==> src/rtl/adder_pkg.sv <==
// Shared types and helpers for the pipelined adder: operation encoding,
// carry-in / operand-inversion selection and a geometry check for the slicing.
package adder_pkg;

  typedef enum logic [1:0] {
    ADD  = 2'd0,
    SUB  = 2'd1,
    ADDC = 2'd2,
    SUBB = 2'd3
  } op_e;

  // Subtraction is done as a + ~b + c0, so B is inverted for both SUB flavours.
  function automatic logic op_is_sub(op_e op);
    return (op == SUB) || (op == SUBB);
  endfunction

  // Borrow-in for SUBB is the complement of the carry-in into the adder.
  function automatic logic carry_in(op_e op, logic cin);
    logic c0;
    unique case (op)
      ADD:     c0 = 1'b0;
      SUB:     c0 = 1'b1;
      ADDC:    c0 = cin;
      SUBB:    c0 = ~cin;
      default: c0 = 1'b0;
    endcase
    return c0;
  endfunction

  function automatic bit geometry_ok(int width, int stages);
    return (stages >= 1) && (width >= stages) && (width % stages == 0);
  endfunction

endpackage

==> src/rtl/pipelined_adder_if.sv <==
// Operand/result handshake bundle of the pipelined adder. The adder is the
// slave; whoever feeds operands and drains results uses the master side.
interface pipelined_adder_if #(
  parameter int WIDTH = 8
);
  logic                in_valid_test;
  logic                in_ready_test;
  logic [WIDTH-1:0]    a_test;
  logic [WIDTH-1:0]    b_test;
  adder_pkg::op_e      op_test;
  logic                cin_test;
  logic                out_valid_test;
  logic                out_ready_test;
  logic [WIDTH-1:0]    sum_test;
  logic                carry_test;
  logic                ovf_test;

  modport slave (
    input  in_valid_test, a_test, b_test, op_test, cin_test, out_ready_test,
    output in_ready_test, out_valid_test, sum_test, carry_test, ovf_test
  );

  modport master (
    output in_valid_test, a_test, b_test, op_test, cin_test, out_ready_test,
    input  in_ready_test, out_valid_test, sum_test, carry_test, ovf_test
  );
endinterface

==> src/rtl/adder_slice.sv <==
// One pipeline stage: adds the low SW bits of the pending operands, then
// rotates the partial result word so the next stage again works on the low bits.
module adder_slice #(
  parameter int WIDTH = 8,
  parameter int SW    = 4
) (
  input  logic             clk,
  input  logic             rst_n,
  input  logic             up_valid,
  output logic             up_ready,
  input  logic [WIDTH-1:0] up_x,
  input  logic [WIDTH-1:0] up_y,
  input  logic             up_c,
  input  logic [1:0]       up_msb,
  output logic             dn_valid,
  input  logic             dn_ready,
  output logic [WIDTH-1:0] dn_x,
  output logic [WIDTH-1:0] dn_y,
  output logic             dn_c,
  output logic [1:0]       dn_msb
);

  logic [SW:0]      slice_sum;
  logic [WIDTH-1:0] x_next;
  logic [WIDTH-1:0] y_next;

  // An empty stage takes a beat even while downstream stalls.
  assign up_ready  = !dn_valid || dn_ready;
  assign slice_sum = {1'b0, up_x[SW-1:0]} + {1'b0, up_y[SW-1:0]} + {{SW{1'b0}}, up_c};

  // x carries finished slices in its top bits and unprocessed A slices below;
  // after STAGES rotations the finished slices sit in natural order.
  if (SW == WIDTH) begin : g_single
    assign x_next = slice_sum[SW-1:0];
    assign y_next = '0;
  end else begin : g_multi
    assign x_next = {slice_sum[SW-1:0], up_x[WIDTH-1:SW]};
    assign y_next = {{SW{1'b0}}, up_y[WIDTH-1:SW]};
  end

  // NOTE: non-blocking assignments so every stage samples its upstream's
  // pre-edge value; blocking here would let a beat race through several stages.
  always_ff @(posedge clk or negedge rst_n) begin
    if (!rst_n) begin
      dn_valid <= 1'b0;
      // NOTE: data registers are reset as well, not only the valid bit, so the
      // result outputs read 0 coming out of reset.
      dn_x     <= '0;
      dn_y     <= '0;
      dn_c     <= 1'b0;
      dn_msb   <= '0;
    end else if (up_ready) begin
      dn_valid <= up_valid;
      if (up_valid) begin
        dn_x   <= x_next;
        dn_y   <= y_next;
        dn_c   <= slice_sum[SW];
        dn_msb <= up_msb;
      end
    end
  end

endmodule

==> src/rtl/pipelined_adder.sv <==
// WIDTH-bit add/subtract split into STAGES carry-chain slices, one register per
// slice, with a valid/ready handshake whose bubbles collapse stage by stage.
module pipelined_adder
  import adder_pkg::*;
#(
  parameter int WIDTH  = 8,
  parameter int STAGES = 2
) (
  input logic              clk_test,
  input logic              rst_n_test,
  pipelined_adder_if.slave bus
);

  localparam int SW = WIDTH / STAGES;

  if (!geometry_ok(WIDTH, STAGES)) begin : g_bad_geometry
    $error("pipelined_adder: WIDTH must be a non-zero multiple of STAGES");
  end

  // Index k is the input side of stage k; index STAGES is the output register.
  logic             valid [0:STAGES];
  logic             ready [0:STAGES];
  logic [WIDTH-1:0] x     [0:STAGES];
  logic [WIDTH-1:0] y     [0:STAGES];
  logic             c     [0:STAGES];
  logic [1:0]       msb   [0:STAGES];

  assign valid[0] = bus.in_valid_test;
  assign x[0]     = bus.a_test;
  assign y[0]     = bus.b_test ^ {WIDTH{op_is_sub(bus.op_test)}};
  assign c[0]     = carry_in(bus.op_test, bus.cin_test);
  // Operand sign bits travel alongside because x is overwritten slice by slice.
  assign msb[0]   = {bus.a_test[WIDTH-1], y[0][WIDTH-1]};

  for (genvar k = 0; k < STAGES; k++) begin : g_stage
    adder_slice #(
      .WIDTH (WIDTH),
      .SW    (SW)
    ) u_slice (
      .clk      (clk_test),
      .rst_n    (rst_n_test),
      .up_valid (valid[k]),
      .up_ready (ready[k]),
      .up_x     (x[k]),
      .up_y     (y[k]),
      .up_c     (c[k]),
      .up_msb   (msb[k]),
      .dn_valid (valid[k+1]),
      .dn_ready (ready[k+1]),
      .dn_x     (x[k+1]),
      .dn_y     (y[k+1]),
      .dn_c     (c[k+1]),
      .dn_msb   (msb[k+1])
    );
  end

  assign ready[STAGES]      = bus.out_ready_test;
  assign bus.in_ready_test  = ready[0];
  assign bus.out_valid_test = valid[STAGES];
  assign bus.sum_test       = x[STAGES];
  assign bus.carry_test     = c[STAGES];
  // Same-sign operands producing an opposite-sign result is signed overflow.
  assign bus.ovf_test       = (msb[STAGES][1] == msb[STAGES][0]) &&
                              (x[STAGES][WIDTH-1] != msb[STAGES][1]);

endmodule

==> src/flat_wrapper.sv <==
// flat-port wrapper written by rule: the top's interface ports become plain ports
module pipelined_adder_flat import adder_pkg::*;
#(
  parameter int WIDTH  = 8,
  parameter int STAGES = 2
)
  (clk_test, rst_n_test, bus_in_valid_test, bus_a_test, bus_b_test, bus_op_test, bus_cin_test, bus_out_ready_test, bus_in_ready_test, bus_out_valid_test, bus_sum_test, bus_carry_test, bus_ovf_test);
  pipelined_adder_if #(.WIDTH(WIDTH)) bus_i ();
  input logic clk_test;
  input logic rst_n_test;
  input wire logic [$bits(bus_i.in_valid_test)-1:0] bus_in_valid_test;
  input wire logic [$bits(bus_i.a_test)-1:0] bus_a_test;
  input wire logic [$bits(bus_i.b_test)-1:0] bus_b_test;
  input wire logic [$bits(bus_i.op_test)-1:0] bus_op_test;
  input wire logic [$bits(bus_i.cin_test)-1:0] bus_cin_test;
  input wire logic [$bits(bus_i.out_ready_test)-1:0] bus_out_ready_test;
  output wire logic [$bits(bus_i.in_ready_test)-1:0] bus_in_ready_test;
  output wire logic [$bits(bus_i.out_valid_test)-1:0] bus_out_valid_test;
  output wire logic [$bits(bus_i.sum_test)-1:0] bus_sum_test;
  output wire logic [$bits(bus_i.carry_test)-1:0] bus_carry_test;
  output wire logic [$bits(bus_i.ovf_test)-1:0] bus_ovf_test;
  assign bus_i.in_valid_test = bus_in_valid_test;
  assign bus_i.a_test = bus_a_test;
  assign bus_i.b_test = bus_b_test;
  assign bus_i.op_test = bus_op_test;
  assign bus_i.cin_test = bus_cin_test;
  assign bus_i.out_ready_test = bus_out_ready_test;
  assign bus_in_ready_test = bus_i.in_ready_test;
  assign bus_out_valid_test = bus_i.out_valid_test;
  assign bus_sum_test = bus_i.sum_test;
  assign bus_carry_test = bus_i.carry_test;
  assign bus_ovf_test = bus_i.ovf_test;
  pipelined_adder #(.WIDTH(WIDTH), .STAGES(STAGES)) u_core (.clk_test(clk_test), .rst_n_test(rst_n_test), .bus(bus_i));
endmodule
==> config.mk <==
export PLATFORM = sky130hd
export DESIGN_NAME = pipelined_adder_flat
export DESIGN_NICKNAME = d
export VERILOG_FILES = /design/src/rtl/adder_pkg.sv /design/src/rtl/pipelined_adder_if.sv /design/src/rtl/adder_slice.sv /design/src/rtl/pipelined_adder.sv /design/src/flat_wrapper.sv
export SDC_FILE = /design/constraint.sdc
export NUM_CORES = 1
export LEC_CHECK = 0
export ABC_AREA = 1
export CAP_MARGIN = 20
export CORE_MARGIN = 8
export CORE_UTILIZATION = 51
export DETAILED_ROUTE_END_ITERATION = 16
export GPL_TIMING_DRIVEN = 0
export PLACE_DENSITY = 0.85
export SETUP_SLACK_MARGIN = 0.3
export SYNTH_ARGS = -nofsm -noshare
export SYNTH_HDL_FRONTEND = slang
export SYNTH_HIERARCHICAL = 1
export SYNTH_SLANG_ARGS = --single-unit
export TNS_END_PERCENT = 10
==> constraint.sdc <==
create_clock -name clk_test -period 1.95 [get_ports clk_test]
set_clock_uncertainty 0.1 [all_clocks]
set_input_delay 0.195 -clock clk_test [delete_from_list [all_inputs] [get_ports clk_test]]
set_output_delay 0.195 -clock clk_test [all_outputs]
set_load 0.02 [all_outputs]
==> results of run 1 <==
-- how the worst max path moves through the flow --
stage | cells after the start | from | to
final | 1 | u_core/g_stage[1].u_slice/dn_x[7] | bus_sum_test[7]
after global routing | 6 | u_core/g_stage[0].u_slice/dn_y[0] | u_core/g_stage[1].u_slice/dn_c
after CTS | 1 | u_core/g_stage[1].u_slice/dn_x[7] | bus_sum_test[7]
after detailed placement | 7 | bus_b_test[0] | u_core/g_stage[0].u_slice/dn_x[6]
after global placement | 8 | bus_b_test[0] | u_core/g_stage[0].u_slice/dn_c
after floorplan | 6 | bus_op_test[0] | u_core/g_stage[0].u_slice/dn_x[5]
-- timing repair --
item                       CTS  global route
resized for setup            9             5
pin swaps                    1             2
setup endpoints to repair    9            16
gates cloned                 0             0
-- power by group --
group	total, mW	switching [mW]	internal (mW)
clock	0.378	0.170	0.208
sequential	0.849	0.111	0.738
combinational	0.890	0.467	0.422
-- stage by stage --
| step | hold slack [ns] | setup slack, ns | cell area (sq um) | instances | utilization |
|---|---|---|---|---|---|
| final | 0.05259 | 0.2917 | 2110 | 265 | 0.6967 |
| after global routing | 0.08061 | 0.1994 | 2110 | 265 | 0.6967 |
| after CTS | 0.06078 | 0.2794 | 2100 | 265 | 0.6934 |
| after detailed placement | 0.3581 | -0.1771 | 2037 | 261 | 0.6727 |
| after global placement | 0.3515 | -0.08521 | 2009 | 260 | 0.6636 |
| after floorplan | -0.2006 | 0.3207 | 1624 | 183 | - |
-- layer usage --
metal  vias up  share of wire  routed length, microns
li1        634              -                       -
met1       562           0.44                    1319
met2        31           0.50                    1505
met3         5          0.042                     126
met4         0          0.021                      63
met5         -              0                       0
-- state kept, by name, indices dropped and copies added (netlist names) --
name / flops
u_core/g_stage.u_slice/dn_y: 4
u_core/g_stage.u_slice/dn_x: 16
u_core/g_stage.u_slice/dn_msb: 4
u_core/g_stage.u_slice/dn_valid: 2
u_core/g_stage.u_slice/dn_c: 2
-- placed cells by master, fill, tap and decap left out, types with 4 or more instances in the layout --
cell type,n
nand3_1,8
clkdlybuf4s50_1,28
nand2_1,71
nand2_2,10
ha_1,6
nor2_1,6
xor2_1,9
dfrtp_1,28
inv_1,17
a21oi_1,4
-- final cells by class --
type                    count  area, sq um  share of cell area
plain buffers               5        78.83             0.03737
clock buffers               3        22.52             0.01068
clock inverters             1        30.03             0.01423
inverters                  20        90.09             0.04270
multi-input cells         130        772.0              0.3660
flip-flops and latches     28        700.7              0.3321
well taps                  44        55.05             0.02610
repair buffers             34        360.3              0.1708
==> metrics, run 1 <==
Hold Fails Final Rpt 0; max_slew headroom 0.6923; TritonCTS clock tree yes; largest net degree at the start of global routing 22; Pins Over Slew Limit 0; Pwr Density 1003 nW/um^2; worst-path fanout max 4; gr usage total 0.1284; CP max-delay cell clkdlybuf4s50_1; setup violators final 0; clk slew on worst S/H paths around 0.15 ns; worst skew pair latency roughly 0.33 ns; P&R area growth vs syn 30.09%; setup TNS 0 ns; crit path cell chain clkdlybuf4s50_1; Top Family by Delay on Critical Path buffers and inverters; CP Class flip-flop to primary output; Root Driver clkbuf_4; syn_area_per_cell around 8.9 sq um; crit share post-route 0.8504; diode count 0; Yosys warning total 6; Startpoint Class flip-flop; die width 72.39 microns; Worst setup EP type primary output; DR iter-0 viols between 40 and 50; Site Rows 20; H-tree depth 1; Critical Path RT 1.65 ns; routed len/inst between 10 and 15 microns; CP Buf/Inv Count 1; Least-Margin Pin Slew about 0.46 ns; Routability Congestion about 0.77; HPWL Detailed ~2400 microns; worst endpoint data arrival time between 1 and 1.5 ns; Final Power ~2.1 mW; FF-to-FF Start u_core/g_stage[0].u_slice/dn_x[0]; routed vias roughly 1,200; met3 usage 0.01928; fin crit period 1.658 ns; Post-Syn Area 1622 sq um; global-route wire length before repair between 5000 and 6000 microns; busiest grt layer met2; Leak Pwr roughly 1.1 nW; io pins 35; Layout Nets around 260; DRT Pass-1 Iters 4; status finished, final reports clean; max-cap violations 0; vias per cell roughly 4.6; initial core utilization 0.5355; die area between 5000 and 6000 sq um; grt ovf 0; FMAX 0.6030 GHz; met2 Track Usage GR 0.2126; IO buf count 33; unrepaired setup endpoints after global routing yes; CTS buffer count 3; syn nets 216; crit-path max cell delay just over 0.6 ns; clock sink total 28; final wirelength ~3000 microns; initial antenna violation count 0; worst r2r path cells 4; clock tree buffer depth 2; Synth Instances between 150 and 200; Worst Hold Class input port to async pin; postcts setup bufs 0; Detail Route Antenna Nets 0; Die Height a little over 70 microns; core footprint between 3000 and 4000 sq um; r2r setup slk 0.31 ns; share of layout cells above drive strength 1 0.1448; Hold-fix buffers, CTS 0; fill count 239; M1 GR Usage 0.1574; vias in the first global route 1,215; reg-to-reg endpoint u_core/g_stage[1].u_slice/dn_x[5]; DRC errors left 0; maximum VDD drop about 0.00035 V
(Power assumes the default switching activity.)
==> run 2: changes to the inputs <==
--- a/config.mk
+++ b/config.mk
@@ -7,8 +7,10 @@
 export LEC_CHECK = 0
 export ABC_AREA = 1
 export CAP_MARGIN = 20
-export CORE_MARGIN = 8
+export CORE_MARGIN = 10
 export CORE_UTILIZATION = 51
+export CTS_CLUSTER_DIAMETER = 120
+export CTS_CLUSTER_SIZE = 40
 export DETAILED_ROUTE_END_ITERATION = 16
 export GPL_TIMING_DRIVEN = 0
 export PLACE_DENSITY = 0.85
==> metrics, run 2 (synthesized netlist as in run 1, its figures left out) <==
vias per cell about 4.5; max-cap violations 0; Die Height 76.39 microns; HPWL Detailed about 2400 microns; die width roughly 76 microns; initial antenna violation count 0; clock tree buffer depth 2; FMAX approximately 0.6 GHz; most frequent cells in the layout 71 x nand2_1, 31 x clkdlybuf4s50_1, 28 x dfrtp_1; Pins Over Slew Limit 0; Site Rows 20; global-route wire length before repair 5437 microns; Final Power between 2 and 2.5 mW; Root Driver clkbuf_4; Core Util, Final 0.6828; TritonCTS clock tree yes; Hold Crit Depth 4; core footprint approximately 3100 sq um; Crit. Startpoint u_core/g_stage[0].u_slice/dn_x[0]; DRC errors left 0; clock sink total 28; P&R area growth vs syn 28.55%; die area about 5800 sq um; DRT Pass-1 Iters 4; Largest regs u_core/g_stage.u_slice/dn_x: 16 flops, u_core/g_stage.u_slice/dn_msb: 4 flops, u_core/g_stage.u_slice/dn_y: 4 flops; postcts setup bufs 0; vias in the first global route ~1,200; Pwr Density approximately 960 nW/um^2; Worst Hold Class input port to flip-flop; unrepaired setup endpoints after global routing yes; max_slew headroom 0.5968; worst skew pair latency ~0.33 ns; Worst setup EP type flip-flop; DR iter-0 viols 43; Routability Congestion approximately 0.80; Final Cell Area between 2000 and 2500 sq um; share of layout cells above drive strength 1 0.1493; Top reg by flops u_core/g_stage.u_slice/dn_x; area post-placement between 2000 and 2500 sq um; grt ovf 0; final wirelength 2939 microns; clk slew on worst S/H paths 0.14 ns; gr usage total 0.1100; io pins 35; most common cell after layout, fill and taps aside nand2_1; Hold-fix buffers, CTS 0; Hold Fails Final Rpt 0; Layout Nets 255; largest net degree at the start of global routing 19; initial core utilization 0.5311; setup violators final 0; FF-to-FF Start u_core/g_stage[0].u_slice/dn_x[0]; worst-path fanout max 3; diode count 0; Critical Path RT between 2 and 2.5 ns; Least-Margin Pin Slew 0.6028 ns; CP Class flip-flop to flip-flop; worst endpoint data arrival time between 1.5 and 2 ns; crit share post-route 0.8517; H-tree depth 1; Largest register FFs 16; CTS buffer count 3; maximum VDD drop slightly above 0.0004 V; status finished, final reports clean; Startpoint Class flip-flop; IO buf count 33; worst r2r path cells 4; routed vias 1,198; fin crit period between 1.5 and 2 ns; Leak Pwr 1.065 nW; Detail Route Antenna Nets 0; hold slack final ~0.09 ns; routed len/inst roughly 11 microns; worst hold start bus_op_test[0]
## run 2: cell type report
type | count | area, sq um
Buffer | 5 | 78.83
Clock buffer | 4 | 36.28
Fill cell | 250 | 968.4
Inverter | 20 | 90.09
Multi-Input combinational cell | 130 | 770.7
Sequential cell | 28 | 700.7
Tap cell | 44 | 55.05
Timing Repair Buffer | 34 | 352.8
## run 2: final timing paths
| path | to | slack, ns |
|---|---|---|
| setup / recovery | u_core/g_stage[1].u_slice/dn_x[5] | 0.29 |
| hold / removal | u_core/g_stage[0].u_slice/dn_y[2] | 0.09 |
| setup reg to reg | u_core/g_stage[1].u_slice/dn_x[5] | 0.29 |
| hold reg to reg | u_core/g_stage[1].u_slice/dn_x[1] | 0.39 |
| max in group asynchronous | u_core/g_stage[0].u_slice/dn_msb[0] | 1.13 |
| min in group asynchronous | u_core/g_stage[0].u_slice/dn_x[1] | 0.13 |
## run 2: repair_timing
item,in CTS,in global routing
hold endpoints to repair,0,0
gates resized for setup,2,12
pin swaps,0,3
setup endpoints to repair,8,13
## run 2: worst max-delay path, stage by stage, from the launching register on
cell and delay [ns]:
dfrtp_1 0.44, fa_2 0.43, inv_1 0.08, fa_1 0.39, o21ai_0 0.16
## run 2: metal layers
metal | share of wire | GRT usage | vias up | routed length, microns
li1 | - | - | 631 | -
met1 | 0.44 | 0.1275 | 523 | 1306
met2 | 0.47 | 0.1820 | 40 | 1388
met3 | 0.058 | 0.02123 | 4 | 170
met4 | 0.025 | 0.06877 | 0 | 73
met5 | 0 | 0 | - | 0
## run 2: per-stage QoR
stage | setup TNS [ns] | instances | setup slack (ns)
2_1_floorplan | 0 | 183 | 0.3207
3_3_place_gp | -0.2004 | 260 | -0.08441
3_5_place_dp | -0.2778 | 261 | -0.1315
4_1_cts | 0 | 265 | 0.2089
5_1_grt | 0 | 265 | 0.2165
6_report | 0 | 265 | 0.2893
## run 2: power by group
group	switching [mW]	total, mW	leakage [nW]	internal [mW]
clock network	0.165	0.279	0.0210	0.114
logic	0.464	0.886	0.702	0.422
registers	0.108	0.846	0.342	0.738
total	0.737	2.01	1.07	1.27
